--- src/rtl/alu_pkg.sv ---
// Shared constants, widths and FSM state type for the ALU scheduler slice.
// Opcode values are the command-word encoding seen on req_word*[11:8].
package alu_pkg;
    localparam int NREQ = 2;
    localparam int OPW  = 4;
    localparam int DW   = 4;

    localparam logic [OPW-1:0] OP_ADD  = 4'd0;
    localparam logic [OPW-1:0] OP_SUB  = 4'd1;
    localparam logic [OPW-1:0] OP_INC  = 4'd2;
    localparam logic [OPW-1:0] OP_DEC  = 4'd3;
    localparam logic [OPW-1:0] OP_COMP = 4'd4;

    typedef enum logic [1:0] {
        IDLE = 2'd0,
        EXEC = 2'd1,
        RESP = 2'd2
    } state_t;
endpackage

--- src/rtl/alu_core.sv ---
// Combinational 4-bit execution core: result, carry/borrow, zero and illegal flags.
// Zero latency; no flow control.
module alu_core
    import alu_pkg::*;
(
    input  logic [OPW-1:0] i_op,
    input  logic [DW-1:0]  i_a,
    input  logic [DW-1:0]  i_b,
    output logic [DW-1:0]  o_result,
    output logic           o_carry,
    output logic           o_zero,
    output logic           o_illegal
);
    logic [DW:0] w_a5;
    logic [DW:0] w_b5;
    logic [DW:0] w_sum;

    assign w_a5 = {1'b0, i_a};
    assign w_b5 = {1'b0, i_b};

    // 5-bit wrap makes bit 4 the carry for ADD/INC and the borrow for SUB/DEC.
    always_comb begin
        w_sum     = '0;
        o_illegal = 1'b0;
        case (i_op)
            OP_ADD:  w_sum = w_a5 + w_b5;
            OP_SUB:  w_sum = w_a5 - w_b5;
            OP_INC:  w_sum = w_a5 + 5'd1;
            OP_DEC:  w_sum = w_a5 - 5'd1;
            OP_COMP: w_sum = {1'b0, ~i_a};
            default: o_illegal = 1'b1;
        endcase
    end

    assign o_result = w_sum[DW-1:0];
    assign o_carry  = w_sum[DW];
    assign o_zero   = (o_result == '0);
endmodule

--- src/rtl/alu_scheduler.sv ---
// Round-robin two-requester scheduler around alu_core; one op in flight, response 2 cycles after accept.
// Backpressure: response held while rsp_ready low, no accepts until taken. Optional ALU_SCHED_CNT_EN adds grant counters.
module alu_scheduler
    import alu_pkg::*;
(
    input  logic            clk,
    input  logic            rst,
    input  logic [NREQ-1:0] req_valid,
    input  logic [11:0]     req_word0,
    input  logic [11:0]     req_word1,
    output logic [NREQ-1:0] req_ready,
    output logic            rsp_valid,
    input  logic            rsp_ready,
    output logic            rsp_id,
    output logic [DW-1:0]   rsp_result,
    output logic            rsp_carry,
    output logic            rsp_zero,
    output logic            rsp_illegal
`ifdef ALU_SCHED_CNT_EN
    ,
    input  logic            cnt_clr,
    output logic [7:0]      grant_cnt0,
    output logic [7:0]      grant_cnt1
`endif
);
    state_t      r_state;
    logic        r_last_id;
    logic        r_id;
    logic [11:0] r_word;

    logic        w_gnt_id;
    logic        w_hs;
    logic [DW-1:0] w_result;
    logic        w_carry;
    logic        w_zero;
    logic        w_illegal;

    // With both valid, the requester that was not served last wins.
    assign w_gnt_id  = (req_valid == 2'b11) ? ~r_last_id : req_valid[1];
    assign w_hs      = (r_state == IDLE) && !rst && (req_valid != 2'b00);
    assign req_ready = w_hs ? (w_gnt_id ? 2'b10 : 2'b01) : 2'b00;

    alu_core u_core (
        .i_op      (r_word[11:8]),
        .i_a       (r_word[7:4]),
        .i_b       (r_word[3:0]),
        .o_result  (w_result),
        .o_carry   (w_carry),
        .o_zero    (w_zero),
        .o_illegal (w_illegal)
    );

    always_ff @(posedge clk) begin
        if (rst) begin
            r_state     <= IDLE;
            r_last_id   <= 1'b1;
            r_id        <= 1'b0;
            r_word      <= '0;
            rsp_valid   <= 1'b0;
            rsp_id      <= 1'b0;
            rsp_result  <= '0;
            rsp_carry   <= 1'b0;
            rsp_zero    <= 1'b0;
            rsp_illegal <= 1'b0;
        end else begin
            case (r_state)
                IDLE: if (w_hs) begin
                    r_word    <= w_gnt_id ? req_word1 : req_word0;
                    r_id      <= w_gnt_id;
                    r_last_id <= w_gnt_id;
                    r_state   <= EXEC;
                end
                EXEC: begin
                    rsp_valid   <= 1'b1;
                    rsp_id      <= r_id;
                    rsp_result  <= w_result;
                    rsp_carry   <= w_carry;
                    rsp_zero    <= w_zero;
                    rsp_illegal <= w_illegal;
                    r_state     <= RESP;
                end
                RESP: if (rsp_ready) begin
                    rsp_valid <= 1'b0;
                    r_state   <= IDLE;
                end
                default: r_state <= IDLE;
            endcase
        end
    end

`ifdef ALU_SCHED_CNT_EN
    // Clear wins over a coincident grant.
    always_ff @(posedge clk) begin
        if (rst || cnt_clr) begin
            grant_cnt0 <= '0;
            grant_cnt1 <= '0;
        end else if (w_hs) begin
            if (w_gnt_id) grant_cnt1 <= grant_cnt1 + 8'd1;
            else          grant_cnt0 <= grant_cnt0 + 8'd1;
        end
    end
`endif
endmodule

--- config.mk ---
export PLATFORM = sky130hd
export DESIGN_NAME = alu_scheduler
export DESIGN_NICKNAME = d
export VERILOG_FILES = /design/src/rtl/alu_pkg.sv /design/src/rtl/alu_core.sv /design/src/rtl/alu_scheduler.sv
export SDC_FILE = /design/constraint.sdc
export NUM_CORES = 1
export LEC_CHECK = 0
export BUFFER_PORTS_ARGS = -buffer_cell sky130_fd_sc_hd__buf_2
export CAP_MARGIN = 10
export CORE_UTILIZATION = 35
export DETAILED_ROUTE_END_ITERATION = 16
export PLACE_DENSITY_LB_ADDON = 0.3
export SLEW_MARGIN = 40
export SYNTH_ARGS = -nofsm -noshare
export SYNTH_HDL_FRONTEND = slang
export SYNTH_SLANG_ARGS = --single-unit
export TNS_END_PERCENT = 1
--- constraint.sdc ---
create_clock -name clk -period 3.08 [get_ports clk]
set_input_delay 0.308 -clock clk [delete_from_list [all_inputs] [get_ports clk]]
set_output_delay 0.308 -clock clk [all_outputs]
set_load 0.05 [all_outputs]
==> impl_metrics.py, run 1 <==
metrics = {
    "synthesis": {
        "syn_area_um2": 1410,
        "synth_top_area_share": 0.355,
        "yosysTopAreaCell": "dfxtp_1",
        "ys.flop_type": "dfxtp_1",
        "synth_common_cells": "nor2_1 (29), dfxtp_1 (25), mux2i_1 (13)",
        "synth_area_leaders": "dfxtp_1 (36%), mux2i_1 (9.2%), nor2_1 (7.7%)",
        "ys_seq_area_frac": 0.355,
        "yosysMostFrequentCell": "nor2_1",
        "async_flop_share": 0,
        "synth_area_per_cell_um2": 8.97,
        "syn_inst": 157,
        "synth_fp_nets": 192,
        "ys_ff_latch": 25,
        "ys_warn_count": 0,
        "synth_edf_count": 0,
        "ys_types": 40,
    },
    "worst_setup_path": {
        "path_class": "reg -> reg",
        "cp_slowest_cell": "or3b_2",
        "critPathMaxFanout": 8,
        "crit_arrival_ns": 2.50,
        "cp_cell_sequence": "or2_2 -> nor2_1 -> or3b_2 -> o211ai_1 -> ha_1 -> a21oi_1 -> a211oi_1 -> o32ai_1 -> nor2_1",
        "critPathCaptureType": "register",
        "slowest_delay_ns": 0.45,
        "crit_path_frequent_cell": "nor2_1",
        "critPathLaunchType": "register",
        "required_ns": 3.23,
    },
    "clocking": {
        "cts_root_buf": "clkbuf_8",
        "hold_buffers": 0,
        "cts.clk_slew.worst_paths_ns": 0.09,
        "clk-insertion-delay-late_ns": 0.27,
        "clock_path_buffers": 2,
        "cts_made_buffers": 3,
        "cts_setup_buffers": 0,
        "numClockSinks": 25,
        "ctsResizeCount": 0,
        "cts_tree": "done",
        "cts.htree.levels": 1,
    },
    "power": {
        "cellPowerDensity_nw_per_um2": 547,
        "leakage_nw": 0.692,
        "peakVddDrop_uv": 221,
    },
    "detailed_routing": {
        "avgRoutedWirePerCell_um": 11.4,
        "vias": 1200,
        "firstDrtPassIters": 4,
        "drt_iter0_markers": 34,
        "ant_nets": 0,
        "drc_errors": 0,
        "routed_wl_um": 2750,
        "via_per_inst": 5.00,
    },
    "grt": {
        "grt_pass1_vias": 1119,
        "grt_max_degree": 28,
        "grt_overflow_total": 0,
        "antenna_found_initial": 0,
        "grt_pass1_wl_um": 4960,
        "grt_usage": 0.148,
    },
    "floorplanning": {
        "core_area_um2": 3770,
        "die_h_um": 65.4,
        "ios": 40,
        "start_util": 0.374,
        "die-width_um": 65.4,
        "rows": 22,
        "die_area_um2": 4280,
    },
    "worst_hold_path": {
        "hold_class": "in -> reg",
    },
    "sta": {
        "max_slew.worst_pin.slew_ns": 0.627,
        "fin_crit_sh": 0.761,
        "maxSlewViolCount": 0,
        "final-hold-violation-count": 0,
        "finalSetupViolCount": 0,
        "fin_worst_skew_ns": 0.00560,
        "rsz0062_at_grt": "no",
        "clock.fmax_ghz": 0.426,
        "tns_ns": 0,
        "fin_crit_ns": 2.35,
        "finalWorstSetupSlack_ns": 0.735,
        "max-slew-margin-rel": 0.581,
    },
    "status": {
        "status": "finished clean",
    },
    "cells_and_area": {
        "layoutNonFillerInstCount": 240,
        "nets": 228,
        "n_antenna_cell": 0,
        "drive_above_1_share": 0.297,
        "area_growth_pct": 17.5,
    },
    "placement": {
        "dpl.hpwl_um": 2050,
        "gp_congestion": 0.888,
        "numPortBuffers": 39,
        "placed_cells": 236,
        "pre_cts_ws_ns": 0.761,
    },
    "flow_run": {
        "maxCapViolations": 0,
    },
}
## power breakdown
part | leakage (nW) | internal, mW | total (mW) | switching, mW
sequential | 0.206 | 0.355 | 0.383 | 0.0278
clock | 0.0217 | 0.0918 | 0.202 | 0.111
combinational | 0.464 | 0.128 | 0.320 | 0.192
total | 0.692 | 0.575 | 0.906 | 0.331
## area by class of cell
cell class	instances	area, um2
fill	388	2120
multi-input combinational	116	812
sequential	25	500
timing repair buffer	40	203
tap	48	60.1
clock buffer	3	41.3
inverter	7	31.3
clock inverter	1	7.51
## per-stage QoR
| step | area, um2 | hold slack [ns] | total power [mW] | util |
|---|---|---|---|---|
| finish | 1660 | 0.366 | 0.906 | 0.439 |
| floorplan | 1410 | 0.431 | 0.650 | - |
| CTS | 1660 | 0.362 | 0.913 | 0.439 |
| global placement | 1610 | 0.443 | 0.712 | 0.426 |
| global route | 1660 | 0.369 | 0.977 | 0.439 |
| detailed placement | 1610 | 0.444 | 0.714 | 0.426 |
## kinds of logic (layout without fill, tap and decap cells)
family,Yosys count,in the layout,synth area share
AO/OA/AOI/OAI,37,37,0.210
adder cells (fa/ha/maj),6,6,0.0586
flip-flops,25,25,0.355
multiplexers,13,13,0.0924
buffers and inverters,16,51,0.0684
AND/OR/NAND/NOR,58,58,0.203
XOR/XNOR,2,2,0.0124
## registers in the layout (all words and copies together) (netlist names)
name	flops
r_word	12
rsp_result	4
r_state	2
r_id	1
r_last_id	1
rsp_carry	1
rsp_id	1
rsp_illegal	1
rsp_valid	1
rsp_zero	1
## critical path, delay by kind of cell, from the launching register on
kind	cells	cell delay [ns]
flops	1	0.40
simple gates	4	0.85
compound gates	4	0.69
fa+ha+maj	1	0.29
## cell usage in the layout, fill, tap and decap left out, types with 2 or more instances in the layout
cell	count
buf_2	39
o22ai_1	3
dfxtp_1	25
a211oi_2	7
o221ai_1	2
nand3_1	2
nor3_1	4
inv_1	6
o211ai_1	2
nand2_1	7
ha_1	5
nor2_1	29
nand3b_1	3
a211oi_1	7
a21oi_1	6
nor2b_1	3
mux2i_1	13
xnor2_1	2
o21ai_0	4
clkbuf_8	3
or3b_2	2
## routing by layer
layer / part of all wire / global-route usage / up-vias / wire length (um)
li1: - / - / 638 / -
met1: 0.51 / 0.200 / 533 / 1390
met2: 0.44 / 0.231 / 24 / 1210
met3: 0.034 / 0.0208 / 5 / 93
met4: 0.018 / 0.0652 / 0 / 49
met5: 0 / 0 / - / 0
## worst paths after layout
kind,startpoint,slack [ns],cells past startpoint,end
max,r_word[10],0.73,9,rsp_result[3]
min,req_word0[2],0.37,3,r_word[2]
max reg2reg,r_word[10],0.73,9,rsp_result[3]
min reg2reg,rsp_illegal,0.45,2,rsp_illegal
(Power assumes the default switching activity.)
==> inputs of run 2 (changes only) <==
==> constraint.sdc (replaced) <==
create_clock -name clk -period 2.1 [get_ports clk]
set_input_delay 0.21 -clock clk [delete_from_list [all_inputs] [get_ports clk]]
set_output_delay 0.21 -clock clk [all_outputs]
set_load 0.05 [all_outputs]
==> impl_metrics.py, run 2 (synthesis results as in run 1) <==
metrics = {
    "grt": {
        "grt_pass1_wl_um": 5130,
        "grt_usage": 0.153,
        "antenna_found_initial": 0,
        "grt_max_degree": 28,
        "grt_pass1_vias": 1151,
        "grt_overflow_total": 0,
    },
    "sta": {
        "finalSetupViolCount": 1,
        "maxSlewViolCount": 0,
        "fin_crit_sh": 1.01,
        "clock.fmax_ghz": 0.471,
        "finalWorstSetupSlack_ns": -0.0248,
        "rsz0062_at_grt": "yes",
        "hold_ws_ns": 0.268,
        "final-hold-violation-count": 0,
        "max_slew.worst_pin.slew_ns": 0.525,
        "fin_crit_ns": 2.12,
        "fin_worst_skew_ns": 0.00121,
        "max-slew-margin-rel": 0.649,
    },
    "placement": {
        "numPortBuffers": 39,
        "post_dp_cell_area_um2": 1720,
        "dpl.hpwl_um": 2180,
        "gp_congestion": 0.804,
    },
    "worst_setup_path": {
        "crit_arrival_ns": 2.30,
        "path_class": "reg -> reg",
        "critPathLaunchType": "register",
        "required_ns": 2.27,
        "critPathMaxFanout": 4,
        "critPathCaptureType": "register",
    },
    "worst_hold_path": {
        "hold_class": "in -> reg",
    },
    "power": {
        "power.switching_mw": 0.532,
        "seq_power_share": 0.384,
        "leakage_nw": 0.788,
        "p_sw_frac": 0.364,
        "comb_power_share": 0.414,
        "cellPowerDensity_nw_per_um2": 782,
        "p_clk_frac": 0.202,
        "p_int_mw": 0.929,
        "peakVddDrop_uv": 350,
    },
    "cells_and_area": {
        "largest_register_ffs": 12,
        "regArea_um2": 509,
        "largest_register": "r_word",
        "final_core_util": 0.495,
        "n_fill_cell": 365,
        "multi_input_area_um2": 878,
        "final_design_area_no_fill_um2": 1870,
        "largestRegisters": "r_word x12, rsp_result x4, r_state x2",
        "mostFrequentLayoutCells": "buf_2 (38), nor2_1 (27), dfxtp_1 (20), buf_4 (18), mux2i_1 (13)",
        "n_antenna_cell": 0,
        "area_growth_pct": 32.6,
        "nets": 245,
        "drive_above_1_share": 0.435,
        "mostFrequentLayoutCell": "buf_2",
    },
    "detailed_routing": {
        "routed_wl_um": 3050,
        "avgRoutedWirePerCell_um": 11.9,
        "vias": 1293,
        "ant_nets": 0,
        "drt_iter0_markers": 45,
        "firstDrtPassIters": 4,
        "via_per_inst": 5.03,
        "drc_errors": 0,
    },
    "floorplanning": {
        "rows": 22,
        "ios": 40,
        "die_area_um2": 4280,
        "die_h_um": 65.4,
        "start_util": 0.374,
        "die-width_um": 65.4,
        "core_area_um2": 3770,
    },
    "clocking": {
        "cts_made_buffers": 3,
        "cts.htree.levels": 1,
        "cts.clk_slew.worst_paths_ns": 0.09,
        "cts_root_buf": "clkbuf_8",
        "clock_path_buffers": 2,
        "cts_tree": "done",
        "numClockSinks": 25,
        "clk-insertion-delay-late_ns": 0.27,
    },
    "status": {
        "status": "finished, violations left",
        "violations": "negative setup slack",
    },
    "flow_run": {
        "maxCapViolations": 0,
    },
}
run 2: path summary, 6_finish.rpt:
path | endpoint | slack (ns) | startpoint | depth (start not counted)
worst max-delay path | rsp_zero | -0.02 | r_word[0] | 9
worst min-delay path | r_state[1] | 0.27 | rsp_ready | 4
worst max register to register | rsp_zero | -0.02 | r_word[0] | 9
worst min register to register | rsp_id | 0.46 | rsp_id | 2
run 2: stage by stage:
| stage | total power, mW | instances | setup WS, ns | TNS (ns) |
|---|---|---|---|---|
| after global placement | 1.10 | 247 | -0.0770 | -0.0953 |
| after floorplan | 0.978 | 157 | 0.0430 | 0 |
| after global routing | 1.56 | 257 | -0.143 | -0.238 |
| final | 1.46 | 257 | -0.0248 | -0.0248 |
| after detailed placement | 1.10 | 247 | -0.0991 | -0.189 |
| after CTS | 1.41 | 252 | 0.00355 | 0 |
run 2: metal layers:
layer | global-route usage | share of wire
met1 | 0.217 | 0.51
met2 | 0.235 | 0.44
met3 | 0.0243 | 0.036
met4 | 0.0462 | 0.015
met5 | 0 | 0
run 2: cell type report:
class	instances	area share
Clock inverter	1	0.00402
Multi-Input combinational cell	116	0.470
Inverter	7	0.0208
Sequential cell	25	0.273
Timing Repair Buffer	57	0.178
Clock buffer	3	0.0221
Tap cell	48	0.0322
run 2: worst max-delay path: stages (launching register included):
cell	delay, ns
dfxtp_2	0.35
inv_2	0.04
ha_2	0.19
or3b_4	0.39
o211ai_1	0.09
ha_1	0.32
a21oi_2	0.19
and4_1	0.23
nor2_1	0.06
a31o_1	0.17
run 2: power by group through the flow:
stage / registers [mW] / clock network [mW] / logic [mW]
after global placement: 0.569 / 0 / 0.527
after CTS: 0.560 / 0.307 / 0.547
final: 0.561 / 0.295 / 0.605
after global routing: 0.570 / 0.326 / 0.669
after floorplan: 0.627 / 0 / 0.350
after detailed placement: 0.570 / 0 / 0.530
run 2: what timing repair did:
action,in CTS,in global routing
pin swaps,3,9
buffers inserted,1,5
setup endpoints to repair,4,5
hold buffers,0,0
gates resized for setup,5,12
==> inputs of run 3 (changes only) <==
--- a/config.mk
+++ b/config.mk
@@ -5,6 +5,7 @@
 export SDC_FILE = /design/constraint.sdc
 export NUM_CORES = 1
 export LEC_CHECK = 0
+export ABC_AREA = 1
 export BUFFER_PORTS_ARGS = -buffer_cell sky130_fd_sc_hd__buf_2
 export CAP_MARGIN = 10
 export CORE_UTILIZATION = 35
==> impl_metrics.py, run 3 <==
metrics = {
    "sta": {
        "final-hold-violation-count": 0,
        "fin_crit_ns": 1.92,
        "fin_worst_skew_ns": 0.00311,
        "fin_crit_sh": 0.916,
        "maxSlewViolCount": 0,
        "finalWorstSetupSlack_ns": 0.176,
        "hold_ws_ns": 0.134,
        "max_slew.worst_pin.slew_ns": 0.463,
        "max-slew-margin-rel": 0.691,
        "finalSetupViolCount": 0,
        "clock.fmax_ghz": 0.520,
    },
    "synthesis": {
        "synth_area_leaders": "dfxtp_1 (35%), nand2_1 (15%), inv_1 (7.6%)",
        "syn_area_um2": 1430,
        "syn_inst": 204,
        "synth_area_per_cell_um2": 6.99,
        "synth_edf_count": 0,
        "async_flop_share": 0,
        "ys_ff_latch": 25,
        "synth_fp_nets": 239,
        "ys_seq_area_frac": 0.351,
        "ys.flop_type": "dfxtp_1",
        "yosysTopAreaCell": "dfxtp_1",
        "synth_common_cells": "nand2_1 (56), inv_1 (29), dfxtp_1 (25)",
        "synth_top_area_share": 0.351,
        "yosysMostFrequentCell": "nand2_1",
        "ys_types": 29,
        "ys_warn_count": 0,
    },
    "floorplanning": {
        "rows": 22,
        "start_util": 0.378,
        "die_area_um2": 4330,
        "core_area_um2": 3770,
        "ios": 40,
        "die-width_um": 65.8,
        "die_h_um": 65.8,
    },
    "cells_and_area": {
        "largest_register_ffs": 12,
        "mostFrequentLayoutCells": "nand2_1 (54), buf_2 (39), inv_1 (27), dfxtp_1 (23), nor2_1 (21)",
        "nets": 282,
        "mostFrequentLayoutCell": "nand2_1",
        "area_growth_pct": 23.4,
        "n_antenna_cell": 0,
        "final_design_area_no_fill_um2": 1760,
        "drive_above_1_share": 0.317,
        "largestRegisters": "r_word x12, rsp_result x4, r_state x2",
        "largest_register": "r_word",
        "n_fill_cell": 405,
    },
    "detailed_routing": {
        "vias": 1338,
        "drc_errors": 0,
        "drt_iter0_markers": 28,
        "firstDrtPassIters": 4,
        "via_per_inst": 4.55,
        "avgRoutedWirePerCell_um": 9.79,
        "ant_nets": 0,
        "routed_wl_um": 2880,
    },
    "clocking": {
        "cts_made_buffers": 3,
        "clk-insertion-delay-late_ns": 0.28,
        "clock_path_buffers": 2,
        "cts.clk_slew.worst_paths_ns": 0.09,
        "numClockSinks": 25,
        "cts_root_buf": "clkbuf_8",
        "cts_tree": "done",
        "cts.htree.levels": 1,
    },
    "worst_setup_path": {
        "critPathMaxFanout": 4,
        "ff2ff_setup_slack_ns": 0.18,
        "path_class": "reg -> reg",
        "reg2reg_to": "rsp_zero",
        "r2r_cells": 15,
        "crit_arrival_ns": 2.08,
        "cp-startpoint": "r_word[0]",
        "required_ns": 2.26,
        "r2r-start": "r_word[0]",
        "critPathLaunchType": "register",
        "critPathCaptureType": "register",
    },
    "power": {
        "cellPowerDensity_nw_per_um2": 755,
        "peakVddDrop_uv": 352,
        "leakage_nw": 0.853,
        "power.switching_mw": 0.499,
        "comb_power_share": 0.367,
        "p_sw_frac": 0.376,
        "p_int_mw": 0.829,
        "seq_power_share": 0.412,
        "p_clk_frac": 0.221,
    },
    "status": {
        "status": "finished clean",
    },
    "grt": {
        "use_met3": 0.0293,
        "grt_pass1_wl_um": 4890,
        "grt_usage": 0.147,
        "grt_busiest_layer": "met2",
        "antenna_found_initial": 0,
        "grtUsageMet1": 0.192,
        "grt_max_degree": 23,
        "use_met2": 0.227,
        "grt_overflow_total": 0,
        "grt_pass1_vias": 1169,
    },
    "placement": {
        "dpl.hpwl_um": 2220,
        "gp_congestion": 0.845,
        "pre_cts_ws_ns": 0.0986,
        "post_dp_cell_area_um2": 1670,
        "numPortBuffers": 39,
    },
    "worst_hold_path": {
        "hold_path_depth": 2,
        "hold_path.startpoint": "rsp_ready",
        "hold_class": "in -> reg",
        "hold_path_end": "rsp_valid",
    },
    "flow_run": {
        "maxCapViolations": 0,
    },
}
-- run 3: cell types whose count changed in the layout (fill, tap and decap cells not counted), sizes merged, moves of 3 or more --
cell    previous run  this run
o21ai              4        10
mux2i             13         0
nand3              2        10
buf               56        45
nand2              7        61
a31oi              1        12
a211oi            14         1
nor3               4         0
inv                6        31
nor2              29        26
nor2b              3         0
-- run 3: power groups by stage --
stage,logic [mW],clock network [mW],registers (mW)
6_report,0.487,0.294,0.548
5_1_grt,0.552,0.318,0.555
4_1_cts,0.465,0.305,0.546
3_5_place_dp,0.463,0,0.557
3_3_place_gp,0.460,0,0.556
2_1_floorplan,0.295,0,0.619
-- run 3: layout make-up --
class | count | area [um2] | share of cell area
Multi-Input combinational cell | 141 | 795 | 0.451
Sequential cell | 25 | 503 | 0.286
Timing Repair Buffer | 45 | 240 | 0.136
Inverter | 31 | 116 | 0.0661
Tap cell | 48 | 60.1 | 0.0341
Clock buffer | 3 | 41.3 | 0.0235
Clock inverter | 1 | 5.00 | 0.00284
-- run 3: metal layers --
layer / share of wire / vias up
met4: 0.021 / 0
met1: 0.50 / 569
met3: 0.050 / 5
li1: - / 732
met2: 0.43 / 32
met5: 0 / -
-- run 3: kinds of logic after synthesis --
group | Yosys count | synth area share
buf+inv | 38 | 0.113
compound gates | 33 | 0.157
flops | 25 | 0.351
xor+xnor | 1 | 0.00614
fa+ha+maj | 6 | 0.0579
simple gates | 101 | 0.315
-- run 3: metrics by stage --
step                      setup TNS (ns)  instances  power (mW)   util
after detailed placement               0        288        1.02  0.442
after CTS                              0        292        1.32  0.454
after floorplan                        0        204       0.914      -
after global routing            -0.00554        294        1.42  0.467
final                                  0        294        1.33  0.467
after global placement                 0        288        1.02  0.442
-- run 3: critical path: stages, from the launching register on --
cell,delay (ns)
dfxtp_2,0.34
inv_2,0.05
ha_2,0.18
inv_1,0.07
nor2_2,0.04
o21ai_1,0.11
o21ai_1,0.08
ha_1,0.36
a21oi_2,0.16
nand2_1,0.06
nand2_1,0.05
nand3_1,0.06
nand2_1,0.08
nor2_1,0.05
nor2_1,0.07
nor2_1,0.04
-- run 3: what timing repair did --
item | CTS | global route
hold buffers | 0 | 0
setup endpoints to repair | 0 | 4
buffers inserted | 0 | 2
resized for setup | 0 | 16
-- run 3: worst max-delay path by stage --
stage / end / slack [ns] / depth (start not counted)
after global placement: rsp_result[3] / 0.16 / 13
after detailed placement: rsp_result[3] / 0.1 / 13
after global routing: rsp_zero / -0.006 / 15
after CTS: rsp_result[3] / 0.07 / 13
final: rsp_zero / 0.18 / 15
after floorplan: rsp_zero / 0.23 / 11
